--- config.mk ---
export PLATFORM = sky130hd
export DESIGN_NAME = serial_add_sequencer_flat
export DESIGN_NICKNAME = d
export VERILOG_FILES = /design/src/rtl/serial_add_sequencer_pkg.sv /design/src/rtl/serial_add_sequencer_if.sv /design/src/rtl/serial_add_sequencer_fifo.sv /design/src/rtl/serial_add_sequencer.sv /design/src/flat_wrapper.sv
export SDC_FILE = /design/constraint.sdc
export NUM_CORES = 1
export LEC_CHECK = 0
export ABC_AREA = 1
export BUFFER_PORTS_ARGS = -buffer_cell sky130_fd_sc_hd__buf_4
export CELL_PAD_IN_SITES_DETAIL_PLACEMENT = 1
export CELL_PAD_IN_SITES_GLOBAL_PLACEMENT = 2
export CORE_ASPECT_RATIO = 1.75
export CORE_MARGIN = 2
export CORE_UTILIZATION = 31
export DETAILED_ROUTE_END_ITERATION = 8
export PLACE_DENSITY_LB_ADDON = 0.1
export SKIP_CTS_REPAIR_TIMING = 1
export SKIP_LAST_GASP = 1
export SLEW_MARGIN = 30
export SYNTH_ARGS = -nofsm -noshare
export SYNTH_HDL_FRONTEND = slang
export SYNTH_SLANG_ARGS = --single-unit
export TNS_END_PERCENT = 5
--- constraint.sdc ---
create_clock -name clk -period 2.2 [get_ports clk]
set_clock_uncertainty 0.05 [all_clocks]
set_input_delay 0.11 -clock clk [delete_from_list [all_inputs] [get_ports clk]]
set_output_delay 0.11 -clock clk [all_outputs]
set_load 0.02 [all_outputs]
--- src/rtl/serial_add_sequencer_pkg.sv ---
// Shared types and constants for the bit-serial adder job sequencer.
package serial_add_pkg;

    localparam int DEFAULT_WIDTH = 4;
    // Cycles from the ISSUE state to the adder's done pulse.
    localparam int ADDER_LATENCY = 6;

    typedef enum logic [1:0] {
        IDLE,
        ISSUE,
        WAIT
    } seq_state_e;

endpackage

--- src/rtl/serial_add_sequencer_if.sv ---
// Operand stream, adder control bus and result stream of the sequencer.
interface serial_add_sequencer_if
    import serial_add_pkg::*;
#(
    parameter int WIDTH = DEFAULT_WIDTH
);

    logic             in_valid;
    logic             in_ready;
    logic [WIDTH-1:0] in_a;
    logic [WIDTH-1:0] in_b;

    logic             add_load;
    logic             add_start;
    logic [WIDTH-1:0] add_a;
    logic [WIDTH-1:0] add_b;
    logic [WIDTH-1:0] add_sum;
    logic             add_done;

    logic             out_valid;
    logic             out_ready;
    logic [WIDTH-1:0] out_sum;

    // The sequencer is the slave; the surrounding system (producer, adder, consumer) is the master.
    modport slave (
        input  in_valid, in_a, in_b, add_sum, add_done, out_ready,
        output in_ready, add_load, add_start, add_a, add_b, out_valid, out_sum
    );

    modport master (
        output in_valid, in_a, in_b, add_sum, add_done, out_ready,
        input  in_ready, add_load, add_start, add_a, add_b, out_valid, out_sum
    );

endinterface

--- src/rtl/serial_add_sequencer_fifo.sv ---
// Small synchronous FIFO holding queued operand pairs; head is read without a pop.
module sync_fifo #(
    parameter int DATA_W = 8,
    parameter int DEPTH  = 4
) (
    input  logic                       clk,
    input  logic                       rst,
    input  logic                       push,
    input  logic                       pop,
    input  logic [DATA_W-1:0]          wdata,
    output logic [DATA_W-1:0]          rdata,
    output logic                       full,
    output logic                       empty,
    output logic [$clog2(DEPTH):0]     count
);

    localparam int AW = $clog2(DEPTH);
    localparam int CW = AW + 1;

    logic [DATA_W-1:0] mem [DEPTH];
    logic [AW-1:0]     wr_ptr;
    logic [AW-1:0]     rd_ptr;
    logic              do_push;
    logic              do_pop;

    assign full    = (count == CW'(DEPTH));
    assign empty   = (count == '0);
    assign do_push = push & ~full;
    assign do_pop  = pop & ~empty;
    assign rdata   = mem[rd_ptr];

    // Power-of-two depth lets the pointers wrap by natural overflow.
    always_ff @(posedge clk) begin
        if (rst) begin
            wr_ptr <= '0;
            rd_ptr <= '0;
            count  <= '0;
        end else begin
            if (do_push) wr_ptr <= wr_ptr + AW'(1);
            if (do_pop)  rd_ptr <= rd_ptr + AW'(1);
            case ({do_push, do_pop})
                2'b10:   count <= count + CW'(1);
                2'b01:   count <= count - CW'(1);
                default: count <= count;
            endcase
        end
    end

    always_ff @(posedge clk) begin
        if (do_push) mem[wr_ptr] <= wdata;
    end

endmodule

--- src/rtl/serial_add_sequencer.sv ---
// Queues operand pairs, runs each through the bit-serial adder and holds its sum for the consumer,
// with a watchdog and sticky error for missing or stray done pulses.
module serial_add_sequencer
    import serial_add_pkg::*;
#(
    parameter int WIDTH   = DEFAULT_WIDTH,
    parameter int DEPTH   = 4,
    parameter int TIMEOUT = 15
) (
    input  logic                  clk,
    input  logic                  rst,
    serial_add_sequencer_if.slave bus,
    output logic [7:0]            jobs_done,
    output logic                  err
);

    localparam int WD_W = $clog2(TIMEOUT + 1);
    localparam int CW   = $clog2(DEPTH) + 1;

    seq_state_e         state;
    logic [WD_W-1:0]    watchdog;
    logic [2*WIDTH-1:0] head;
    logic               full;
    logic               empty;
    logic [CW-1:0]      fifo_count;
    logic               slot_free;
    logic               pop;

    sync_fifo #(
        .DATA_W (2 * WIDTH),
        .DEPTH  (DEPTH)
    ) u_fifo (
        .clk   (clk),
        .rst   (rst),
        .push  (bus.in_valid),
        .pop   (pop),
        .wdata ({bus.in_a, bus.in_b}),
        .rdata (head),
        .full  (full),
        .empty (empty),
        .count (fifo_count)
    );

    // A job is only started when its result is guaranteed a free slot on arrival.
    assign slot_free     = ~bus.out_valid | bus.out_ready;
    assign pop           = (state == IDLE) & ~empty & slot_free;
    assign bus.in_ready  = ~full;
    assign bus.add_load  = (state == ISSUE);
    assign bus.add_start = (state == ISSUE);

    always_ff @(posedge clk) begin
        if (rst) begin
            state         <= IDLE;
            watchdog      <= '0;
            bus.add_a     <= '0;
            bus.add_b     <= '0;
            bus.out_valid <= 1'b0;
            bus.out_sum   <= '0;
            jobs_done     <= '0;
            err           <= 1'b0;
        end else begin
            if (bus.out_valid & bus.out_ready) bus.out_valid <= 1'b0;
            case (state)
                IDLE: begin
                    if (bus.add_done) err <= 1'b1;
                    if (pop) begin
                        bus.add_a <= head[2*WIDTH-1:WIDTH];
                        bus.add_b <= head[WIDTH-1:0];
                        state     <= ISSUE;
                    end
                end
                ISSUE: begin
                    if (bus.add_done) err <= 1'b1;
                    watchdog <= '0;
                    state    <= WAIT;
                end
                WAIT: begin
                    watchdog <= watchdog + WD_W'(1);
                    if (bus.add_done) begin
                        bus.out_sum   <= bus.add_sum;
                        bus.out_valid <= 1'b1;
                        jobs_done     <= jobs_done + 8'd1;
                        state         <= IDLE;
                    end else if (watchdog == WD_W'(TIMEOUT - 1)) begin
                        err   <= 1'b1;
                        state <= IDLE;
                    end
                end
                default: state <= IDLE;
            endcase
        end
    end

    a_count_bound: assert property (@(posedge clk) disable iff (rst) fifo_count <= CW'(DEPTH));

endmodule

--- src/flat_wrapper.sv ---
// flat-port wrapper written by rule: the top's interface ports become plain ports
module serial_add_sequencer_flat import serial_add_pkg::*;
#(
    parameter int WIDTH   = DEFAULT_WIDTH,
    parameter int DEPTH   = 4,
    parameter int TIMEOUT = 15
)
  (clk, rst, jobs_done, err, bus_in_valid, bus_in_a, bus_in_b, bus_add_sum, bus_add_done, bus_out_ready, bus_in_ready, bus_add_load, bus_add_start, bus_add_a, bus_add_b, bus_out_valid, bus_out_sum);
  serial_add_sequencer_if #(.WIDTH(WIDTH)) bus_i ();
  input  logic clk;
  input  logic rst;
  output logic [7:0] jobs_done;
  output logic err;
  input wire logic [$bits(bus_i.in_valid)-1:0] bus_in_valid;
  input wire logic [$bits(bus_i.in_a)-1:0] bus_in_a;
  input wire logic [$bits(bus_i.in_b)-1:0] bus_in_b;
  input wire logic [$bits(bus_i.add_sum)-1:0] bus_add_sum;
  input wire logic [$bits(bus_i.add_done)-1:0] bus_add_done;
  input wire logic [$bits(bus_i.out_ready)-1:0] bus_out_ready;
  output wire logic [$bits(bus_i.in_ready)-1:0] bus_in_ready;
  output wire logic [$bits(bus_i.add_load)-1:0] bus_add_load;
  output wire logic [$bits(bus_i.add_start)-1:0] bus_add_start;
  output wire logic [$bits(bus_i.add_a)-1:0] bus_add_a;
  output wire logic [$bits(bus_i.add_b)-1:0] bus_add_b;
  output wire logic [$bits(bus_i.out_valid)-1:0] bus_out_valid;
  output wire logic [$bits(bus_i.out_sum)-1:0] bus_out_sum;
  assign bus_i.in_valid = bus_in_valid;
  assign bus_i.in_a = bus_in_a;
  assign bus_i.in_b = bus_in_b;
  assign bus_i.add_sum = bus_add_sum;
  assign bus_i.add_done = bus_add_done;
  assign bus_i.out_ready = bus_out_ready;
  assign bus_in_ready = bus_i.in_ready;
  assign bus_add_load = bus_i.add_load;
  assign bus_add_start = bus_i.add_start;
  assign bus_add_a = bus_i.add_a;
  assign bus_add_b = bus_i.add_b;
  assign bus_out_valid = bus_i.out_valid;
  assign bus_out_sum = bus_i.out_sum;
  serial_add_sequencer #(.WIDTH(WIDTH), .DEPTH(DEPTH), .TIMEOUT(TIMEOUT)) u_core (.clk(clk), .rst(rst), .bus(bus_i), .jobs_done(jobs_done), .err(err));
endmodule
* Word level (Yosys, flattened, before mapping)
Memories as Yosys holds them, arrays and structs flattened. A register that Yosys moved wholly into a read port is not among the register bits.
Index checks and enable logic that the tools add are counted.
** Operators by class
- Add/sub/neg operators :: 6
- Multiply operators :: 0
- Div/mod/pow operators :: 0
- Order comparisons :: 0
- Equality and inequality tests :: 11
- Shifts and indexed selects :: 0
- Multiplexer cells :: 15
- Bitwise operators :: 9
- Reduce and logical (&&, ||, !) cells :: 10
** Operators by type and width (number)
- $add A8 B1 Y8 const B :: 1
- $mux W1 :: 8
- $pmux W4 S2 :: 1
- $mux W2 :: 3
- $pmux W2 S3 :: 1
- $pmux W3 S2 :: 1
- $reduce_and A2 Y1 :: 3
- $reduce_bool A2 Y1 :: 3
- $and A1 B1 Y1 :: 5
- $add A2 B1 Y2 const B :: 2
- $add A4 B1 Y4 const B :: 1
- $eq A2 B1 Y1 const B :: 2
- $eq A2 B2 Y1 const B :: 2
- $eq A4 B4 Y1 const B :: 1
- $ne A2 B1 Y1 const B :: 2
- $ne A2 B2 Y1 const B :: 2
- $reduce_and A4 Y1 :: 1
- $add A3 B1 Y3 const B :: 1
- $eq A3 B3 Y1 const B :: 1
- $logic_not A3 Y1 :: 1
- $ne A3 B2 Y1 const B :: 1
- $not A1 Y1 :: 3
- $sub A3 B1 Y3 const B :: 1
- $logic_not A2 Y1 :: 1
- other kinds (3) :: 3
** Storage, ports and cells
- Flip-flop bits (word level) :: 27
- Bits in latches :: 0
- RAM bits :: 32
- Memory bits (read-only) :: 0
- Bits of input ports :: 17
- Output and inout port bits :: 25
- Word-level logic and storage cells :: 61
- Memories kept :: 1
** Memories
- u_core.u_fifo.mem :: depth 4, width 8, read ports 1, clocked after memory_dff 1, wr ports 1, RTL line serial_add_sequencer_fifo.sv:20 : logic [DATA_W-1:0] mem [DEPTH];

* Depth between registers and ports, before layout
Gate-level depths: netlist of run 1.
- Depth in word-level cells :: 7
- Mapped depth :: 14

* By module
From an unflattened synthesis of run 1, not the netlist that was laid out.
** Unflattened totals
- Cells, all modules :: 317
- Area total of the unflattened synthesis :: 2939.1 um2
** By module, submodules not included
- sync_fifo :: times used 1, cells an instance 146, area an instance 1687.9 um2
- serial_add_sequencer :: times used 1, cells an instance 171, area an instance 1251.2 um2

* Worst setup path after synthesis of run 1
No wires, ideal clock.
- Path type :: register to register
- From :: reg u_core.state[1]
- To :: reg u_core.u_fifo.count[2]
- Arrival time :: 1903 ps
- Data required time :: 2037 ps
- Path slack :: 134 ps
- Stages on the path, launching flop included :: 14
- Path buffers :: 0
- Clock period less this slack :: 2066 ps
- Cells stage by stage :: dfxtp_1 > inv_1 > ha_1 > inv_1 > a21oi_1 > nand2_1 > inv_2 > ha_1 > inv_1 > fa_1 > a21oi_1 > o21ai_0 > nor2_1 > nor2_1
** Between the ends
- Longest elaborated chain between the ends :: 6
- Elaborated cells on any way between the ends :: 8
** Ends and longest elaborated chain
- start, declared :: RTL line serial_add_sequencer.sv:20 : seq_state_e state;
- start signal, assigned :: RTL line serial_add_sequencer.sv:53 : state <= IDLE;
- start signal, assigned :: RTL line serial_add_sequencer.sv:69 : state <= ISSUE;
- start signal, assigned :: RTL line serial_add_sequencer.sv:75 : state <= WAIT;
- $logic_not A2 Y1 (*) :: RTL line serial_add_sequencer.sv:46 : assign pop = (state == IDLE) & ~empty & slot_free;
- $and A1 B1 Y1 (*) (2 in a row) :: RTL line serial_add_sequencer.sv:46
- $and A1 B1 Y1 (*) :: RTL line serial_add_sequencer_fifo.sv:29 : assign do_pop = pop & ~empty;
- named net u_core.u_fifo.do_pop :: RTL line serial_add_sequencer_fifo.sv:24 : logic do_pop;
- $eq A2 B1 Y1 / $eq A2 B2 Y1 (equally long branches) :: RTL line serial_add_sequencer_fifo.sv:41 : case ({do_push, do_pop})
- $pmux W3 S2 / $reduce_bool A2 Y1 (equally long branches)
- end signal, assigned :: RTL line serial_add_sequencer_fifo.sv:42 : 2'b10: count <= count + CW'(1);
- end signal, assigned :: RTL line serial_add_sequencer_fifo.sv:43 : 2'b01: count <= count - CW'(1);
- end signal, assigned :: RTL line serial_add_sequencer_fifo.sv:44 : default: count <= count;
- end, declared :: RTL line serial_add_sequencer_fifo.sv:14 : output logic [$clog2(DEPTH):0] count
Mark *: on every way through the listed nets, which the timed path passes. The rest lies on a longest branch.
A chain may end at the register's enable or synchronous reset.

* Worst setup path in the final report of run 1
- From :: reg u_core.state[0]
- To :: reg u_core.u_fifo.count[2]
The elaborated chain is that of the path after synthesis.

==> results of run 1 <==
power by group through the flow:
stage | Combinational (uW) | Clock [uW] | Sequential [uW]
after floorplan | 901 | 0 | 1760
after global placement | 1580 | 0 | 1680
after detailed placement | 1600 | 0 | 1690
after CTS | 1610 | 1530 | 1670
after global routing | 1820 | 1580 | 1690
final | 1580 | 1490 | 1670
critical path, delay by kind of cell, from the launching register on:
kind            cells  cell delay (ns)
fa+ha+maj           3             0.69
compound gates      3             0.33
flops               1             0.32
buf+inv             4             0.27
simple gates        3             0.23
cells in the mapped netlist:
| cell type | instances |
|---|---|
| fa_1 | 1 |
| buf_4 | 2 |
| inv_2 | 2 |
| nor2_2 | 2 |
| nor3_1 | 3 |
| a21oi_1 | 17 |
| nand2_4 | 1 |
| nand3_2 | 1 |
| nor2_4 | 2 |
| o2111ai_1 | 1 |
| nand3b_1 | 1 |
| nor2_1 | 81 |
| buf_2 | 5 |
| xnor2_1 | 1 |
| a21oi_2 | 1 |
| o21ai_1 | 9 |
| edfxtp_1 | 32 |
| nand3_1 | 5 |
| ha_1 | 12 |
| nand2_2 | 1 |
| inv_1 | 31 |
| clkbuf_2 | 1 |
| dfxtp_1 | 35 |
| clkbuf_1 | 1 |
| clkinv_2 | 1 |
| o21ai_0 | 30 |
| clkinv_1 | 2 |
| nand2_1 | 36 |
flip-flops by register name, summed over array words and instances (netlist names):
| name | flops |
|---|---|
| u_core.u_fifo.count | 3 |
| u_core.u_fifo.rd_ptr | 2 |
| u_core.watchdog | 4 |
| u_core.u_fifo.wr_ptr | 2 |
| u_core.u_fifo.mem | 32 |
| u_core.bus.out_valid | 1 |
| u_core.jobs_done | 8 |
| u_core.bus.out_sum | 4 |
| u_core.state | 2 |
| u_core.bus.add_b | 4 |
| u_core.err | 1 |
| u_core.bus.add_a | 4 |
layer usage:
| layer | share of wire | wire length [um] | vias up |
|---|---|---|---|
| met5 | 0 | 0 | - |
| met4 | 0.022 | 162 | 0 |
| met2 | 0.55 | 3970 | 44 |
| met3 | 0.029 | 207 | 13 |
| met1 | 0.40 | 2860 | 1107 |
| li1 | - | - | 1159 |
kinds of logic after synthesis:
| logic type | count (synthesis) | synth area share |
|---|---|---|
| simple gates | 133 | 0.191 |
| flops | 67 | 0.578 |
| compound gates | 58 | 0.104 |
| buf+inv | 45 | 0.0645 |
| fa+ha+maj | 13 | 0.0592 |
| xor+xnor | 1 | 0.00305 |
worst min-delay path by stage:
stage,slack (ns),to,cells past startpoint,from
after floorplan,0.16,u_core.u_fifo.mem[0][0],0,bus_in_b[0]
after global placement,0.27,u_core.u_fifo.mem[0][6],1,bus_in_a[2]
after detailed placement,0.27,u_core.u_fifo.mem[0][7],1,bus_in_a[3]
after CTS,-0.07,u_core.u_fifo.mem[1][7],1,bus_in_a[3]
after global routing,0.004,u_core.bus.out_sum[1],3,bus_add_sum[1]
final,-0.007,u_core.bus.out_sum[1],3,bus_add_sum[1]
layout make-up:
type | instances | area share
flip-flops and latches | 67 | 0.438
multi-input cells | 205 | 0.273
clock inverters | 6 | 0.0211
inverters | 36 | 0.0359
repair buffers | 64 | 0.133
clock buffers | 10 | 0.0603
well taps | 120 | 0.0396
per-stage QoR:
step / cell area, sq um / utilization
2_1_floorplan: 2870 / -
3_3_place_gp: 3390 / 0.375
3_5_place_dp: 3390 / 0.375
4_1_cts: 3700 / 0.409
5_1_grt: 3790 / 0.420
6_report: 3790 / 0.420
==> run_results.csv, run 1 <==
group,metric,value,unit
outcome,status,"finished, violations left",
outcome,violations,"hold timing",
synth,seq_area_frac_synth,0.578,
setup_path,worst_r2r_startpoint,"u_core.state[0]",
layout,final-seq-area,0.00166,sq mm
synth,synth_area,0.00287,sq mm
cts,clock-sinks,67,
timing,setup_ws,0.205,ns
synth,yosys.area.top_type_share,0.334,
setup_path,crit_path_end_kind,"flop",
synth,synth_nets,347,
cts,cts-root-buf,"clkbuf_16",
synth,netlist_instances,317,
grt,grtUsageTotal,0.152,
layout,fin_cells,508,
synth,yosys.area.top_type,"edfxtp_1",
power,power.leakage,0.00159,uW
timing,fmax,501,MHz
timing,hold_violations,2,
setup_path,max_stage_delay,0.39,ns
layout,fin_nets,413,
timing,grt_setup_unrepaired,"no",
detailed_routing,avgViaCountPerCell,4.57,
floorplan,core,0.00904,sq mm
floorplan,dieArea,0.0101,sq mm
power,p_clk_frac,0.314,
grt,antenna_found_initial,0,
detailed_routing,first_pass_iters,4,
detailed_routing,route.detailed.drc,0,
setup_path,critical_path.endpoint,"u_core.u_fifo.count[2]",
setup_path,slowest_stage,"fa_2",
placement,placed_cells,483,
cts,clockBufferDepth,2,
power,total_power,4740,uW
timing,slew_violations,0,
detailed_routing,wl_per_cell,14.2,um
power,seqPwrFrac,0.352,
power,peakVddDrop,0.608,mV
timing,finalSetupTns,0,ns
synth,yosys_warnings,0,
setup_path,required,2.37,ns
grt,busiest_layer,"met2",
grt,met2_usage,0.280,
synth,synth_seq_cells,67,
power,combPwrFrac,0.334,
grt,use_met1,0.162,
setup_path,r2r-end,"u_core.u_fifo.count[2]",
setup_path,worst_setup_path_start_kind,"flop",
layout,layout_commonest_cell,"nor2_1",
placement,place_ws,0.0502,ns
setup_path,worstSetupPathType,"flop to flop",
floorplan,top_level_ports,42,
layout,diodes,0,
layout,multi_input_area,0.00103,sq mm
setup_path,startpoint,"u_core.state[0]",
detailed_routing,wl,7.20,mm
layout,area_growth,32.1,%
grt,use_met3,0.0282,
floorplan,initial_core_util,0.318,
floorplan,fp-row-count,46,
cts,clk_latency,0.33,ns
hold_path,hold_path_class,"primary input to flop",
cts,cts_tree,"yes",
detailed_routing,antenna_left,0,
setup_path,r2r_setup_slack,0.21,ns
placement,gp_congestion,0.700,
power,netSwitchingFraction,0.343,
timing,timing.hold.ws,-0.00699,ns
setup_path,crit_fanout,3,
detailed_routing,dr_total_vias,2323,
timing,setup_viol,0,
power,power_density,1250,mW/mm^2
timing,slew_headroom,0.749,
cts,path_clk_slew,0.05,ns
setup_path,path_cells,"inv_2 > ha_2 > inv_1 > a21oi_2 > nand2_1 > inv_2 > ha_1 > inv_1 > fa_2 > a21oi_1 > o21ai_1 > nor2_1 > nor2_1",
grt,grt-ovfl-total,0,
floorplan,die-width,76.8,um
setup_path,rr_worst_depth,13,
timing,fin_crit_sh,0.907,
synth,avgSynthCellArea,9.06,sq um
layout,nFillCells,1070,
synth,synthTopCellsByArea,"edfxtp_1 33%, dfxtp_1 24%, nor2_1 11%",
grt,grt_pass1_wl,11.8,mm
timing,min_period,1.99,ns
placement,place_hpwl,5.34,mm
timing,tightest_slew,0.375,ns
grt,grt_pass1_vias,2328,
grt,grt_max_degree,20,
cts,cts_max_level,3,
cts,cts_made_buffers,9,
power,p_switching,1620,uW
floorplan,die_y,131,um
power,internal-power,3110,uW
layout,final_cell_mix,"81 x nor2_1, 55 x buf_4, 36 x nand2_1, 35 x dfxtp_1, 32 x edfxtp_1",
synth,ys_types,28,
placement,io_buffers,41,
detailed_routing,first_iter_violations,125,
setup_path,arrival,2.17,ns
flow_run,drv_cap,0,
layout,drive_above_1_share,0.216,
Power figures use the tool's default switching activity.
==> inputs of run 2 (changes only) <==
Settings changed: SETUP_SLACK_MARGIN set to 0.4.
==> run 2 against run 1 <==
  * The run still ends with hold timing left
  * Die area is the same
  * Critical path depth unchanged
  * Register-to-register slack gained 0.10 ns
  * Setup slack better by 0.10 ns
  * Sequential power is essentially flat
  * Critical path type unchanged
  * Largest cell class unchanged
==> run_results.csv, run 2 (synthesis results as in run 1) <==
group,metric,value,unit
outcome,status,"finished, violations left",
outcome,violations,"hold timing",
detailed_routing,avgViaCountPerCell,4.53,
setup_path,required,2.37,ns
grt,grtUsageTotal,0.152,
cts,cts_tree,"yes",
power,power.leakage,0.00157,uW
timing,tightest_slew,0.476,ns
timing,grt_setup_unrepaired,"yes",
detailed_routing,antenna_left,0,
floorplan,die_y,131,um
detailed_routing,wl,7.15,mm
detailed_routing,wl_per_cell,14.2,um
cts,cts-root-buf,"clkbuf_16",
floorplan,initial_core_util,0.318,
floorplan,dieArea,0.0101,sq mm
layout,multi_input_area,0.00107,sq mm
setup_path,crit_path_end_kind,"flop",
setup_path,arrival,2.07,ns
grt,antenna_found_initial,0,
power,seqPwrFrac,0.354,
layout,fin_cells,505,
cts,clk_latency,0.33,ns
timing,timing.hold.ws,-0.0173,ns
setup_path,worstSetupPathType,"flop to flop",
cts,clock-sinks,67,
grt,grt_max_degree,20,
detailed_routing,first_pass_iters,4,
detailed_routing,route.detailed.drc,0,
grt,grt-ovfl-total,0,
timing,hold_violations,5,
layout,area_growth,32.1,%
layout,largest_reg_flops,32,
timing,setup_viol,0,
power,netSwitchingFraction,0.356,
layout,regMostFlops,"u_core.u_fifo.mem",
layout,drive_above_1_share,0.239,
cts,clockBufferDepth,2,
layout,top_regs,"u_core.u_fifo.mem x32, u_core.jobs_done x8",
layout,post-route-cell-area,0.00380,sq mm
grt,grt_pass1_vias,2370,
hold_path,hold_path_class,"primary input to flop",
layout,final-seq-area,0.00167,sq mm
detailed_routing,dr_total_vias,2287,
power,internal-power,3060,uW
timing,slew_violations,0,
timing,fin_crit_sh,0.860,
layout,fin_nets,410,
detailed_routing,first_iter_violations,111,
placement,io_buffers,41,
setup_path,crit_fanout,4,
grt,grt_pass1_wl,11.8,mm
timing,slew_headroom,0.682,
floorplan,fp-row-count,46,
layout,diodes,0,
timing,fmax,528,MHz
power,p_switching,1690,uW
power,combPwrFrac,0.350,
placement,gp_congestion,0.712,
timing,setup_ws,0.308,ns
power,p_clk_frac,0.296,
cts,path_clk_slew,0.05,ns
power,peakVddDrop,0.755,mV
placement,post_dp_cell_area,0.00339,sq mm
floorplan,core,0.00904,sq mm
placement,place_hpwl,5.13,mm
timing,finalSetupTns,0,ns
cts,cts_made_buffers,9,
floorplan,die-width,76.8,um
power,power_density,1250,mW/mm^2
floorplan,top_level_ports,42,
layout,nFillCells,1086,
flow_run,drv_cap,0,
placement,place_ws,0.261,ns
cts,cts_max_level,3,
timing,min_period,1.89,ns
layout,layout_commonest_cell,"nor2_1",
placement,placed_cells,478,
setup_path,worst_setup_path_start_kind,"flop",
layout,final_cell_mix,"81 x nor2_1, 53 x buf_4, 35 x nand2_1, 33 x dfxtp_1, 32 x edfxtp_1",
## run 2: changes by cell type in the layout (fill, tap and decap cells not counted), moves of 2 or more
cell     previous run  this run
inv_4               0         2
inv_1              29        27
ha_4                0         2
buf_4              55        53
dfxtp_1            35        33
## run 2: layout make-up
type                       count  share of cell area
tap                          120              0.0396
timing repair buffer          61               0.126
clock buffer                   9              0.0593
clock inverter                 7              0.0178
multi-input combinational    205               0.281
inverter                      36              0.0372
sequential                    67               0.439
## run 2: path summary, 6_finish.rpt
| path | startpoint | to | slack, ns | cells after the start |
|---|---|---|---|---|
| max | u_core.state[0] | u_core.u_fifo.count[2] | 0.31 | 13 |
| min | bus_add_sum[3] | u_core.bus.out_sum[3] | -0.02 | 3 |
| max reg2reg | u_core.state[0] | u_core.u_fifo.count[2] | 0.31 | 13 |
| min reg2reg | u_core.err | u_core.err | 0.41 | 2 |
## run 2: power groups by stage
stage | sequential [uW] | combinational, uW | clock [uW]
3_5_place_dp | 1710 | 1640 | 0
5_1_grt | 1710 | 1910 | 1490
4_1_cts | 1690 | 1650 | 1450
3_3_place_gp | 1700 | 1620 | 0
2_1_floorplan | 1770 | 978 | 0
6_report | 1680 | 1660 | 1410
## run 2: stage by stage
stage                     power (uW)  utilization  hold slack, ns
after floorplan                 2750            -           0.159
after CTS                       4790        0.407         -0.0812
after detailed placement        3350        0.375           0.271
after global routing            5120        0.420         0.00255
after global placement          3320        0.375           0.268
final                           4760        0.420         -0.0173
## run 2: routing by layer
| metal | vias up | wire length (um) | global-route usage |
|---|---|---|---|
| li1 | 1155 | - | - |
| met1 | 1095 | 2930 | 0.167 |
| met3 | 6 | 223 | 0.0337 |
| met2 | 31 | 3910 | 0.273 |
| met4 | 0 | 84 | 0.0667 |
| met5 | - | 0 | 0 |
## run 2: critical path, stage by stage, from the launching register on
cell	delay, ns
dfxtp_2	0.34
inv_2	0.09
ha_4	0.13
inv_2	0.04
a21oi_2	0.08
nand2_1	0.08
inv_2	0.09
ha_4	0.14
inv_4	0.04
fa_2	0.35
a21oi_2	0.16
o21ai_2	0.08
nor2_1	0.08
nor2_1	0.05
==> inputs of run 3 (changes only) <==
Settings changed: CAP_MARGIN set to 20, SETUP_SLACK_MARGIN 0.4 to 0.15.
==> run 3 against run 2 <==
  * The flow still finishes with violations (hold timing)
  * Flip-flop and latch count unchanged
  * Power increased by 1.9%
  * Critical path depth decreased by 1
  * Routed wire length increased by 4.2%
  * Combinational power increased by 4%
  * Largest cell class unchanged
  * Critical path type unchanged
==> run_results.csv, run 3 (synthesis results as in run 1) <==
group,metric,value,unit
detailed_routing,avgViaCountPerCell,4.59,
flow_run,drv_cap,0,
timing,min_period,1.98,ns
setup_path,crit_buf_inv,4,
outcome,status,"finished, violations left",
grt,grt_max_degree,20,
timing,setup_ws,0.222,ns
setup_path,rr_worst_depth,12,
detailed_routing,dr_total_vias,2342,
timing,finalSetupTns,0,ns
hold_path,whs_endpoint,"u_core.bus.out_sum[2]",
detailed_routing,first_iter_violations,51,
layout,post-route-cell-area,0.00383,sq mm
detailed_routing,first_pass_iters,4,
setup_path,crit_path_end_kind,"flop",
grt,grt-ovfl-total,0,
cts,cts-root-buf,"clkbuf_16",
setup_path,slowest_stage,"fa_2",
timing,tightest_slew,0.412,ns
grt,antenna_found_initial,0,
detailed_routing,antenna_left,0,
hold_path,hold_path_class,"primary input to flop",
layout,fin_cells,510,
setup_path,crit_fanout,3,
placement,post_dp_cell_area,0.00338,sq mm
setup_path,worstSetupPathType,"flop to flop",
layout,fin_nets,417,
setup_path,cp_common_cell,"inv_2",
hold_path,min_from,"bus_add_sum[2]",
cts,clock-sinks,67,
grt,grt_pass1_wl,11.9,mm
layout,final_cell_mix,"81 x nor2_1, 60 x buf_4, 36 x nand2_1, 33 x dfxtp_1, 32 x edfxtp_1",
placement,gp_congestion,0.718,
setup_path,r2r-end,"u_core.u_fifo.count[1]",
layout,drive_above_1_share,0.238,
floorplan,fp-row-count,46,
cts,clockBufferDepth,2,
floorplan,dieArea,0.0101,sq mm
cts,cts_tree,"yes",
layout,regMostFlops,"u_core.u_fifo.mem",
layout,layout_commonest_cell,"nor2_1",
power,total_power,4850,uW
placement,io_buffers,41,
floorplan,core,0.00904,sq mm
placement,placed_cells,482,
detailed_routing,wl_per_cell,14.6,um
floorplan,initial_core_util,0.318,
cts,cts_max_level,3,
layout,diodes,0,
setup_path,worst_setup_path_start_kind,"flop",
floorplan,die-width,76.8,um
detailed_routing,route.detailed.drc,0,
grt,grtUsageTotal,0.156,
floorplan,die_y,131,um
layout,largest_reg_flops,32,
setup_path,path_depth,12,
hold_path,hold_depth,3,
placement,place_ws,0.0469,ns
setup_path,path_cells,"inv_2 > ha_4 > inv_1 > a21oi_2 > nand2_1 > inv_2 > ha_2 > inv_2 > fa_2 > nor2_1 > a21oi_1 > nor2_1",
timing,grt_setup_unrepaired,"no",
cts,clk_latency,0.33,ns
outcome,violations,"hold timing",
grt,grt_pass1_vias,2392,
setup_path,max_stage_delay,0.52,ns
layout,area_growth,33.4,%
timing,slew_violations,0,
power,peakVddDrop,0.579,mV
timing,fmax,506,MHz
power,power_density,1270,mW/mm^2
power,power.leakage,0.00161,uW
cts,cts_made_buffers,9,
floorplan,top_level_ports,42,
timing,slew_headroom,0.725,
setup_path,r2r_setup_slack,0.22,ns
timing,fin_crit_sh,0.899,
cts,path_clk_slew,0.05,ns
layout,top_regs,"u_core.u_fifo.mem x32, u_core.jobs_done x8",
timing,setup_viol,0,
setup_path,required,2.37,ns
timing,timing.hold.ws,-0.00804,ns
placement,place_hpwl,5.30,mm
setup_path,critical-path-top-delay-family,"adder cells",
timing,hold_violations,3,
detailed_routing,wl,7.46,mm
setup_path,arrival,2.15,ns
setup_path,worst_r2r_startpoint,"u_core.state[0]",
==> run 3: stage by stage <==
step / hold WS (ns) / util
after floorplan: 0.159 / -
after global placement: 0.270 / 0.374
after detailed placement: 0.270 / 0.374
after CTS: -0.0746 / 0.407
after global routing: 0.00649 / 0.424
final: -0.00804 / 0.424
==> run 3: cell type report <==
cell class                      instances  area, sq um
Clock buffer                           10          229
Clock inverter                          4         67.6
Fill cell                            1086         5200
Inverter                               36          136
Multi-Input combinational cell        205         1050
Sequential cell                        67         1660
Tap cell                              120          150
Timing Repair Buffer                   68          531
==> run 3: layer usage <==
metal	vias to the layer above	share of wire	track usage
met5	-	0	0
met4	0	0.018	0.0636
met3	11	0.031	0.0405
met2	33	0.56	0.292
met1	1133	0.39	0.160
li1	1165	-	-
==> run 3: how the worst max path moves through the flow <==
stage	from	end
2_1_floorplan	u_core.state[1]	u_core.u_fifo.count[2]
3_3_place_gp	u_core.state[0]	u_core.u_fifo.count[2]
3_5_place_dp	u_core.state[0]	u_core.u_fifo.count[2]
4_1_cts	u_core.state[0]	u_core.u_fifo.count[2]
5_1_grt	u_core.state[0]	u_core.u_fifo.count[2]
6_report	u_core.state[0]	u_core.u_fifo.count[1]
==> run 3: where the power goes <==
part           internal [uW]  switching, uW
registers               1540            129
logic                    682           1030
clock network            971            492
==> run 3: worst reg2reg max path: stages (launching register included) <==
cell and delay [ns]:
dfxtp_2 0.33, inv_2 0.09, ha_4 0.15, inv_1 0.06, a21oi_2 0.10, nand2_1 0.09
inv_2 0.07, ha_2 0.17, inv_2 0.06, fa_2 0.52, nor2_1 0.04, a21oi_1 0.11
nor2_1 0.05
